--- src/rtl/i2c_apb_master_if.sv ---
// Command/response stream plus APB signals for the I2C register-block initiator.
// master: the APB initiator side; slave: the command source / APB target side.
// Pure wiring, no logic.
interface i2c_apb_master_if;
  // command stream
  logic        cmd_valid;
  logic        cmd_ready;
  logic        cmd_write;
  logic [31:0] cmd_addr;
  logic [31:0] cmd_wdata;
  // response stream
  logic        rsp_valid;
  logic        rsp_ready;
  logic [31:0] rsp_rdata;
  logic        rsp_err;
  // APB initiator
  logic        apb_sel;
  logic        apb_en;
  logic        apb_write;
  logic [31:0] apb_addr;
  logic [31:0] apb_wdata;
  logic        apb_ready;
  logic [31:0] apb_rdata;
  // status
  logic        busy;

  modport master (
    input  cmd_valid, cmd_write, cmd_addr, cmd_wdata,
    input  rsp_ready, apb_ready, apb_rdata,
    output cmd_ready, rsp_valid, rsp_rdata, rsp_err,
    output apb_sel, apb_en, apb_write, apb_addr, apb_wdata, busy
  );

  modport slave (
    output cmd_valid, cmd_write, cmd_addr, cmd_wdata,
    output rsp_ready, apb_ready, apb_rdata,
    input  cmd_ready, rsp_valid, rsp_rdata, rsp_err,
    input  apb_sel, apb_en, apb_write, apb_addr, apb_wdata, busy
  );
endinterface

--- src/rtl/i2c_apb_master.sv ---
// Turns a valid/ready command stream into single APB transfers, one response per command.
// Latency: handshake at edge N -> response after edge N+2 (+1 per wait state); unaligned after edge N.
// Backpressure: cmd_ready only in IDLE; response held until rsp_ready; stalled slave bounded by TIMEOUT.
module i2c_apb_master #(
  parameter int unsigned TIMEOUT = 16
) (
  input logic             clk,
  input logic             rstn,
  i2c_apb_master_if.master bus
);

  typedef enum logic [1:0] {
    IDLE   = 2'd0,
    SETUP  = 2'd1,
    ACCESS = 2'd2,
    RESP   = 2'd3
  } state_e;

  // Last ACCESS-cycle count value before the transfer is abandoned.
  localparam logic [7:0] TERM_CNT = 8'(TIMEOUT - 1);

  state_e      state_q,     state_d;
  logic [7:0]  cnt_q,       cnt_d;
  logic        cmd_ready_q, cmd_ready_d;
  logic        apb_sel_q,   apb_sel_d;
  logic        apb_en_q,    apb_en_d;
  logic        apb_write_q, apb_write_d;
  logic [31:0] apb_addr_q,  apb_addr_d;
  logic [31:0] apb_wdata_q, apb_wdata_d;
  logic        rsp_valid_q, rsp_valid_d;
  logic [31:0] rsp_rdata_q, rsp_rdata_d;
  logic        rsp_err_q,   rsp_err_d;
  logic        busy_q,      busy_d;

  // Next state, transfer bookkeeping and registered output values.
  always_comb begin
    state_d     = state_q;
    cnt_d       = cnt_q;
    apb_write_d = apb_write_q;
    apb_addr_d  = apb_addr_q;
    apb_wdata_d = apb_wdata_q;
    rsp_rdata_d = rsp_rdata_q;
    rsp_err_d   = rsp_err_q;

    case (state_q)
      IDLE: begin
        // cmd_ready_q is low for the first cycle after reset release, so gate on it.
        if (bus.cmd_valid && cmd_ready_q) begin
          apb_write_d = bus.cmd_write;
          apb_addr_d  = bus.cmd_addr;
          apb_wdata_d = bus.cmd_wdata;
          if (bus.cmd_addr[1:0] != 2'b00) begin
            // Unaligned: answer with an error without touching the bus.
            rsp_err_d   = 1'b1;
            rsp_rdata_d = '0;
            state_d     = RESP;
          end else begin
            state_d = SETUP;
          end
        end
      end
      SETUP: begin
        cnt_d   = '0;
        state_d = ACCESS;
      end
      ACCESS: begin
        // apb_ready is checked first so it wins over the terminal count.
        if (bus.apb_ready) begin
          rsp_rdata_d = apb_write_q ? 32'd0 : bus.apb_rdata;
          rsp_err_d   = 1'b0;
          state_d     = RESP;
        end else if (cnt_q == TERM_CNT) begin
          rsp_rdata_d = '0;
          rsp_err_d   = 1'b1;
          state_d     = RESP;
        end else begin
          cnt_d = (cnt_q == 8'hFF) ? cnt_q : cnt_q + 8'd1;
        end
      end
      RESP: begin
        if (bus.rsp_ready) begin
          state_d = IDLE;
        end
      end
      default: state_d = IDLE;
    endcase

    // Outputs are decoded from the next state so they come straight from flops.
    cmd_ready_d = (state_d == IDLE);
    apb_sel_d   = (state_d == SETUP) || (state_d == ACCESS);
    apb_en_d    = (state_d == ACCESS);
    rsp_valid_d = (state_d == RESP);
    busy_d      = (state_d != IDLE);
  end

  // State and output registers; reset drops the bus immediately and loses any in-flight command.
  always_ff @(posedge clk or negedge rstn) begin
    if (!rstn) begin
      state_q     <= IDLE;
      cnt_q       <= '0;
      cmd_ready_q <= 1'b0;
      apb_sel_q   <= 1'b0;
      apb_en_q    <= 1'b0;
      apb_write_q <= 1'b0;
      apb_addr_q  <= '0;
      apb_wdata_q <= '0;
      rsp_valid_q <= 1'b0;
      rsp_rdata_q <= '0;
      rsp_err_q   <= 1'b0;
      busy_q      <= 1'b0;
    end else begin
      state_q     <= state_d;
      cnt_q       <= cnt_d;
      cmd_ready_q <= cmd_ready_d;
      apb_sel_q   <= apb_sel_d;
      apb_en_q    <= apb_en_d;
      apb_write_q <= apb_write_d;
      apb_addr_q  <= apb_addr_d;
      apb_wdata_q <= apb_wdata_d;
      rsp_valid_q <= rsp_valid_d;
      rsp_rdata_q <= rsp_rdata_d;
      rsp_err_q   <= rsp_err_d;
      busy_q      <= busy_d;
    end
  end

  assign bus.cmd_ready = cmd_ready_q;
  assign bus.apb_sel   = apb_sel_q;
  assign bus.apb_en    = apb_en_q;
  assign bus.apb_write = apb_write_q;
  assign bus.apb_addr  = apb_addr_q;
  assign bus.apb_wdata = apb_wdata_q;
  assign bus.rsp_valid = rsp_valid_q;
  assign bus.rsp_rdata = rsp_rdata_q;
  assign bus.rsp_err   = rsp_err_q;
  assign bus.busy      = busy_q;

endmodule

--- src/flat_wrapper.sv ---
// flat-port wrapper written by rule: the top's interface ports become plain ports
module i2c_apb_master_flat 
#(
  parameter int unsigned TIMEOUT = 16
)
  (clk, rstn, bus_cmd_valid, bus_cmd_write, bus_cmd_addr, bus_cmd_wdata, bus_rsp_ready, bus_apb_ready, bus_apb_rdata, bus_cmd_ready, bus_rsp_valid, bus_rsp_rdata, bus_rsp_err, bus_apb_sel, bus_apb_en, bus_apb_write, bus_apb_addr, bus_apb_wdata, bus_busy);
  i2c_apb_master_if bus_i ();
  input logic clk;
  input logic rstn;
  input wire logic [$bits(bus_i.cmd_valid)-1:0] bus_cmd_valid;
  input wire logic [$bits(bus_i.cmd_write)-1:0] bus_cmd_write;
  input wire logic [$bits(bus_i.cmd_addr)-1:0] bus_cmd_addr;
  input wire logic [$bits(bus_i.cmd_wdata)-1:0] bus_cmd_wdata;
  input wire logic [$bits(bus_i.rsp_ready)-1:0] bus_rsp_ready;
  input wire logic [$bits(bus_i.apb_ready)-1:0] bus_apb_ready;
  input wire logic [$bits(bus_i.apb_rdata)-1:0] bus_apb_rdata;
  output wire logic [$bits(bus_i.cmd_ready)-1:0] bus_cmd_ready;
  output wire logic [$bits(bus_i.rsp_valid)-1:0] bus_rsp_valid;
  output wire logic [$bits(bus_i.rsp_rdata)-1:0] bus_rsp_rdata;
  output wire logic [$bits(bus_i.rsp_err)-1:0] bus_rsp_err;
  output wire logic [$bits(bus_i.apb_sel)-1:0] bus_apb_sel;
  output wire logic [$bits(bus_i.apb_en)-1:0] bus_apb_en;
  output wire logic [$bits(bus_i.apb_write)-1:0] bus_apb_write;
  output wire logic [$bits(bus_i.apb_addr)-1:0] bus_apb_addr;
  output wire logic [$bits(bus_i.apb_wdata)-1:0] bus_apb_wdata;
  output wire logic [$bits(bus_i.busy)-1:0] bus_busy;
  assign bus_i.cmd_valid = bus_cmd_valid;
  assign bus_i.cmd_write = bus_cmd_write;
  assign bus_i.cmd_addr = bus_cmd_addr;
  assign bus_i.cmd_wdata = bus_cmd_wdata;
  assign bus_i.rsp_ready = bus_rsp_ready;
  assign bus_i.apb_ready = bus_apb_ready;
  assign bus_i.apb_rdata = bus_apb_rdata;
  assign bus_cmd_ready = bus_i.cmd_ready;
  assign bus_rsp_valid = bus_i.rsp_valid;
  assign bus_rsp_rdata = bus_i.rsp_rdata;
  assign bus_rsp_err = bus_i.rsp_err;
  assign bus_apb_sel = bus_i.apb_sel;
  assign bus_apb_en = bus_i.apb_en;
  assign bus_apb_write = bus_i.apb_write;
  assign bus_apb_addr = bus_i.apb_addr;
  assign bus_apb_wdata = bus_i.apb_wdata;
  assign bus_busy = bus_i.busy;
  i2c_apb_master #(.TIMEOUT(TIMEOUT)) u_core (.clk(clk), .rstn(rstn), .bus(bus_i));
endmodule
--- config.mk ---
export PLATFORM = sky130hd
export DESIGN_NAME = i2c_apb_master_flat
export DESIGN_NICKNAME = d
export VERILOG_FILES = /design/src/rtl/i2c_apb_master_if.sv /design/src/rtl/i2c_apb_master.sv /design/src/flat_wrapper.sv
export SDC_FILE = /design/constraint.sdc
export NUM_CORES = 1
export LEC_CHECK = 0
export CORE_MARGIN = 3
export CORE_UTILIZATION = 30
export DETAILED_ROUTE_END_ITERATION = 10
export PLACE_DENSITY = 0.71
export RECOVER_POWER = 50
export SYNTH_ARGS = -nofsm -noshare
export SYNTH_HDL_FRONTEND = slang
export SYNTH_SLANG_ARGS = --single-unit
export TNS_END_PERCENT = 50
--- constraint.sdc ---
create_clock -name clk -period 3.2 [get_ports clk]
set_clock_uncertainty 0.05 [all_clocks]
set_input_delay 0.48 -clock clk [delete_from_list [all_inputs] [get_ports clk]]
set_output_delay 0.48 -clock clk [all_outputs]
set_load 0.005 [all_outputs]
---- Yosys cells after proc, flatten, opt, wreduce, memory -nomap -nowiden ----
Index checks and enable logic that the tools add are counted.
word-level totals
  flip-flop bits (word level) ............. 113
  input bits .............................. 102
  output and inout bits ................... 103
  word-level logic and storage cells ...... 59
operators by class
  add/sub/neg operators ................... 1
  equality and inequality tests ........... 14
  muxes and demuxes ....................... 21
  reduce and logical (&&, ||, !) cells .... 11
operators by type and width
  operator                                        count
  2-to-1 mux 32 bit                               5
  case mux 32 bit (2 select lines)                1
  2-to-1 mux 8 bit                                3
  case mux 8 bit (2 select lines)                 1
  2-to-1 mux 2 bit                                5
  adder 8 x 1 -> 8 bit (second input constant)    1
  == test 2 bit (second input constant)           4
  == test 8 x 4 -> 1 bit (second input constant)  1
  == test 8 bit (second input constant)           1
  case mux 2 bit (4 select lines)                 1
  AND reduction 4 bit                             2
  nonzero test 2 bit                              4
  != test 2 bit (second input constant)           3
  == test 2 x 1 -> 1 bit (second input constant)  2
  logical NOT 2 bit                               2
  2-to-1 mux 1 bit                                4
  != test 2 x 1 -> 1 bit (second input constant)  2
  != test 3 x 2 -> 1 bit (second input constant)  1
  case mux 1 bit (2 select lines)                 1
  AND reduction 2 bit                             1
  logical AND 1 bit                               1
  logical OR 1 bit                                1

---- Longest topological paths before layout ----
  depth in word-level cells ............... 6
  gate-level depth with buffers ........... 7
  depth with buffers taken out ............ 6

---- Worst setup path before layout ----
OpenSTA, ideal clock, no wires.
  path kind ............................... flip-flop to flip-flop
  start point ............................. reg u_core.cnt_q[5]
  end point ............................... reg u_core.rsp_rdata_q[15] (netlist: u_core.bus.rsp_rdata[15])
  library setup time ...................... 0.121 ns
  data arrival time ....................... 1.663 ns
  data required time ...................... 3.029 ns
  path slack .............................. 1.366 ns
  cell stages (with the launch flop) ...... 7
  path buffers ............................ 2
  period minus slack after synthesis ...... 1.834 ns
  cell sequence ........................... dfrtp_1 nor4_4 a21oi_2 or3b_1 buf_6 buf_6 a22o_1
on the way
  longest elaborated chain between the ends .. 3
RTL lines
  element                           line                   text
  from (decl)                       i2c_apb_master.sv:23   logic [7:0] cnt_q, cnt_d;
  from (signal assigned)            i2c_apb_master.sv:113  cnt_q <= cnt_d;
  == test 8 x 4 -> 1 bit            i2c_apb_master.sv:72   end else if (cnt_q == TERM_CNT) begin
  != test 3 x 2 -> 1 bit (no line)  --
  AND reduction 4 bit (no line)     --
  to (signal assigned)              i2c_apb_master.sv:121  rsp_rdata_q <= rsp_rdata_d;
  to (decl)                         i2c_apb_master.sv:31   logic [31:0] rsp_rdata_q, rsp_rdata_d;
No other way between the ends.
A chain may end at the register's enable or synchronous reset.

---- Worst setup path in the final report ----
  start point ............................. reg u_core.cnt_q[5]
  end point ............................... reg u_core.rsp_rdata_q[22] (netlist: u_core.bus.rsp_rdata[22])
The elaborated chain is that of the path after synthesis.

==> impl_metrics.toml <==
[cts]
post_cts_buffers = 0
cts-resized-gates = 0
clockRootBuffer = "clkbuf_16"
cts_tree = "yes"
cts_sinks = 113
holdBufCountCts = 0
clock_latency_ps = 410
cts_inserted_buffers = 17
clk_pin_slew_ps = 50
ctsHtreeMaxLevel = 4
cts.path.max_buffers = 2

[sta]
finalHoldWorstSlack_ps = 384
setup_viol_count_final = 0
grt_setup_unrepaired = "false"
fmax_mhz = 414
slew_headroom_pct = -2.86
finalHoldViolations = 0
min_period_ps = 2410
final.setup.worst_slack_ps = 786
maxSlewViolCount = 62
tightest_slew_ps = 1540
fin_crit_sh_pct = 75.4
fin_setup_tns_ps = 0

[final_layout]
utilization_pct = 50.8
drive_above_1_share_pct = 18.2
layout.nets = 608
multi_input_area_sq_um = 1410
fillers = 1209
antenna_cells = 0
seq_area_sq_um = 2830
fin_cells = 696
layout.cell_area.non_filler_sq_um = 7140
synthToLayoutAreaGrowth_pct = 63.4

[power_and_ir_drop]
total_power_mw = 6.59
powerDensity_nw_per_um2 = 923
p_leak_nw = 3.12
ir_worst_vdd_v = 0.000650

[global_route]
grt_pass1_wl_um = 18800
grt_usage_pct = 14.9
overflow = 0
grt_max_degree = 66
antenna_found_initial = 0
first_global_vias = 3565

[synth]
synth_cell_types = 37
netlist.area_leader.share_pct = 64.7
async_reset_ff_share_pct = 100
ys_seq_elements = 113
ys_seq_area_share_pct = 64.7
yosysWarnings = 0
synth_most_common_cell = "dfrtp_1"
netlist_top_cells_count = "dfrtp_1, mux2_2, a22o_1"
synthFlopType = "dfrtp_1"
synth_edf_count = 0
synth_area_sq_um = 4370
synthCells = 292
synth_area_leaders = "dfrtp_1, mux2_2, a22o_1, mux2_1, buf_6"
synth_largest_area_cell = "dfrtp_1"
synth.net_count = 397
syn_area_per_cell_sq_um = 15.0

[drt]
first_pass_iters = 4
via_count = 3203
wl_per_cell_um = 16.5
via_per_inst = 4.60
drt_iter0_drc = 178
wl_um = 11500
drc = 0
ant_nets = 0

[flow_run]
maxCapViolations = 1

[floorplanning]
row_count = 43
start_util_pct = 31.1
die_x_um = 127
core-area_sq_um = 14000
die_area_sq_um = 16100
die_height_um = 127
boundaryPins = 205

[setup_path]
critPathKind = "reg2reg"
worstSetupEndpointType = "flip-flop"
required_ps = 3430
cp_max_fo = 33
cp.arrival_ps = 2650
cp-start-kind = "flip-flop"

[place]
post-place-cells = 664
numPortBuffers = 204
gp_congestion = 0.849
pre_cts_ws_ps = 955
hpwlAfterDp_um = 8190
place_area_sq_um = 6600

[status]
violations = "max-capacitance violations, max-slew violations"
outcome = "finished with violations"

[worst_hold_path]
holdCritPathClass = "in2async"
logic make-up (layout without fill, tap and decap cells):
logic type | Yosys count | after routing | share of synthesized area (%)
compound gates | 48 | 48 | 9.10
mux | 69 | 69 | 17.7
flops | 113 | 113 | 64.7
fa+ha+maj | 3 | 3 | 0.859
xor+xnor | 1 | 1 | 0.200
buf+inv | 21 | 245 | 2.69
simple gates | 37 | 37 | 4.78
worst max-delay path: stages (launching register included):
cell and delay (ps):
dfrtp_1 430, nor4_1 780, a21oi_2 150, or3b_1 390, buf_4 250, a22o_1 230
power by group:
| part | switching (mW) | total [mW] | internal, mW |
|---|---|---|---|
| Combinational | 0.792 | 2.39 | 1.60 |
| Clock | 0.612 | 1.78 | 1.16 |
| Sequential | 0.366 | 2.42 | 2.06 |
layer usage:
| metal | part of all wire [%] | vias to the layer above | track usage [%] |
|---|---|---|---|
| met3 | 8.2 | 16 | 6.19 |
| met5 | 0 | - | 0 |
| met1 | 38 | 1580 | 16.2 |
| met4 | 1.5 | 0 | 6.12 |
| met2 | 52 | 118 | 25.8 |
| li1 | - | 1489 | - |
sequential cells by signal, summed over array words and instances (netlist names), 2 cells and up:
register	cells
u_core.bus.rsp_rdata	32
u_core.bus.apb_wdata	32
u_core.bus.apb_addr	32
u_core.state_q	2
u_core.cnt_q	8
placed cells by master, fill, tap and decap left out, drive strengths merged, types with 5 or more instances in the layout:
cell | netlist | final
dfrtp | 113 | 113
clkbuf | 5 | 28
nand2 | 12 | 12
nor2 | 6 | 6
a22o | 32 | 32
mux2 | 65 | 65
inv | 5 | 5
dlygate4sd3 | 0 | 6
clkdlybuf4s50 | 0 | 197
final timing paths:
path	from	endpoint	slack, ps	cells past startpoint
setup / recovery	u_core.cnt_q[5]	u_core.bus.rsp_rdata[22]	790	5
hold / removal	rstn	u_core.bus.apb_wdata[5]	380	1
setup reg to reg	u_core.cnt_q[5]	u_core.bus.rsp_rdata[22]	790	5
hold reg to reg	u_core.bus.apb_wdata[19]	u_core.bus.apb_wdata[19]	430	1
max in group asynchronous	rstn	u_core.bus.apb_wdata[1]	1740	2
min in group clk	u_core.bus.apb_wdata[19]	u_core.bus.apb_wdata[19]	430	1
final cells by class:
class | instances | area share, %
clock buffers | 27 | 7.19
inverters | 5 | 0.263
well taps | 180 | 3.15
flip-flops and latches | 113 | 39.6
repair buffers | 208 | 29.3
clock inverters | 5 | 0.701
multi-input cells | 158 | 19.8
No activity file was read; power rests on OpenSTA's default activity.
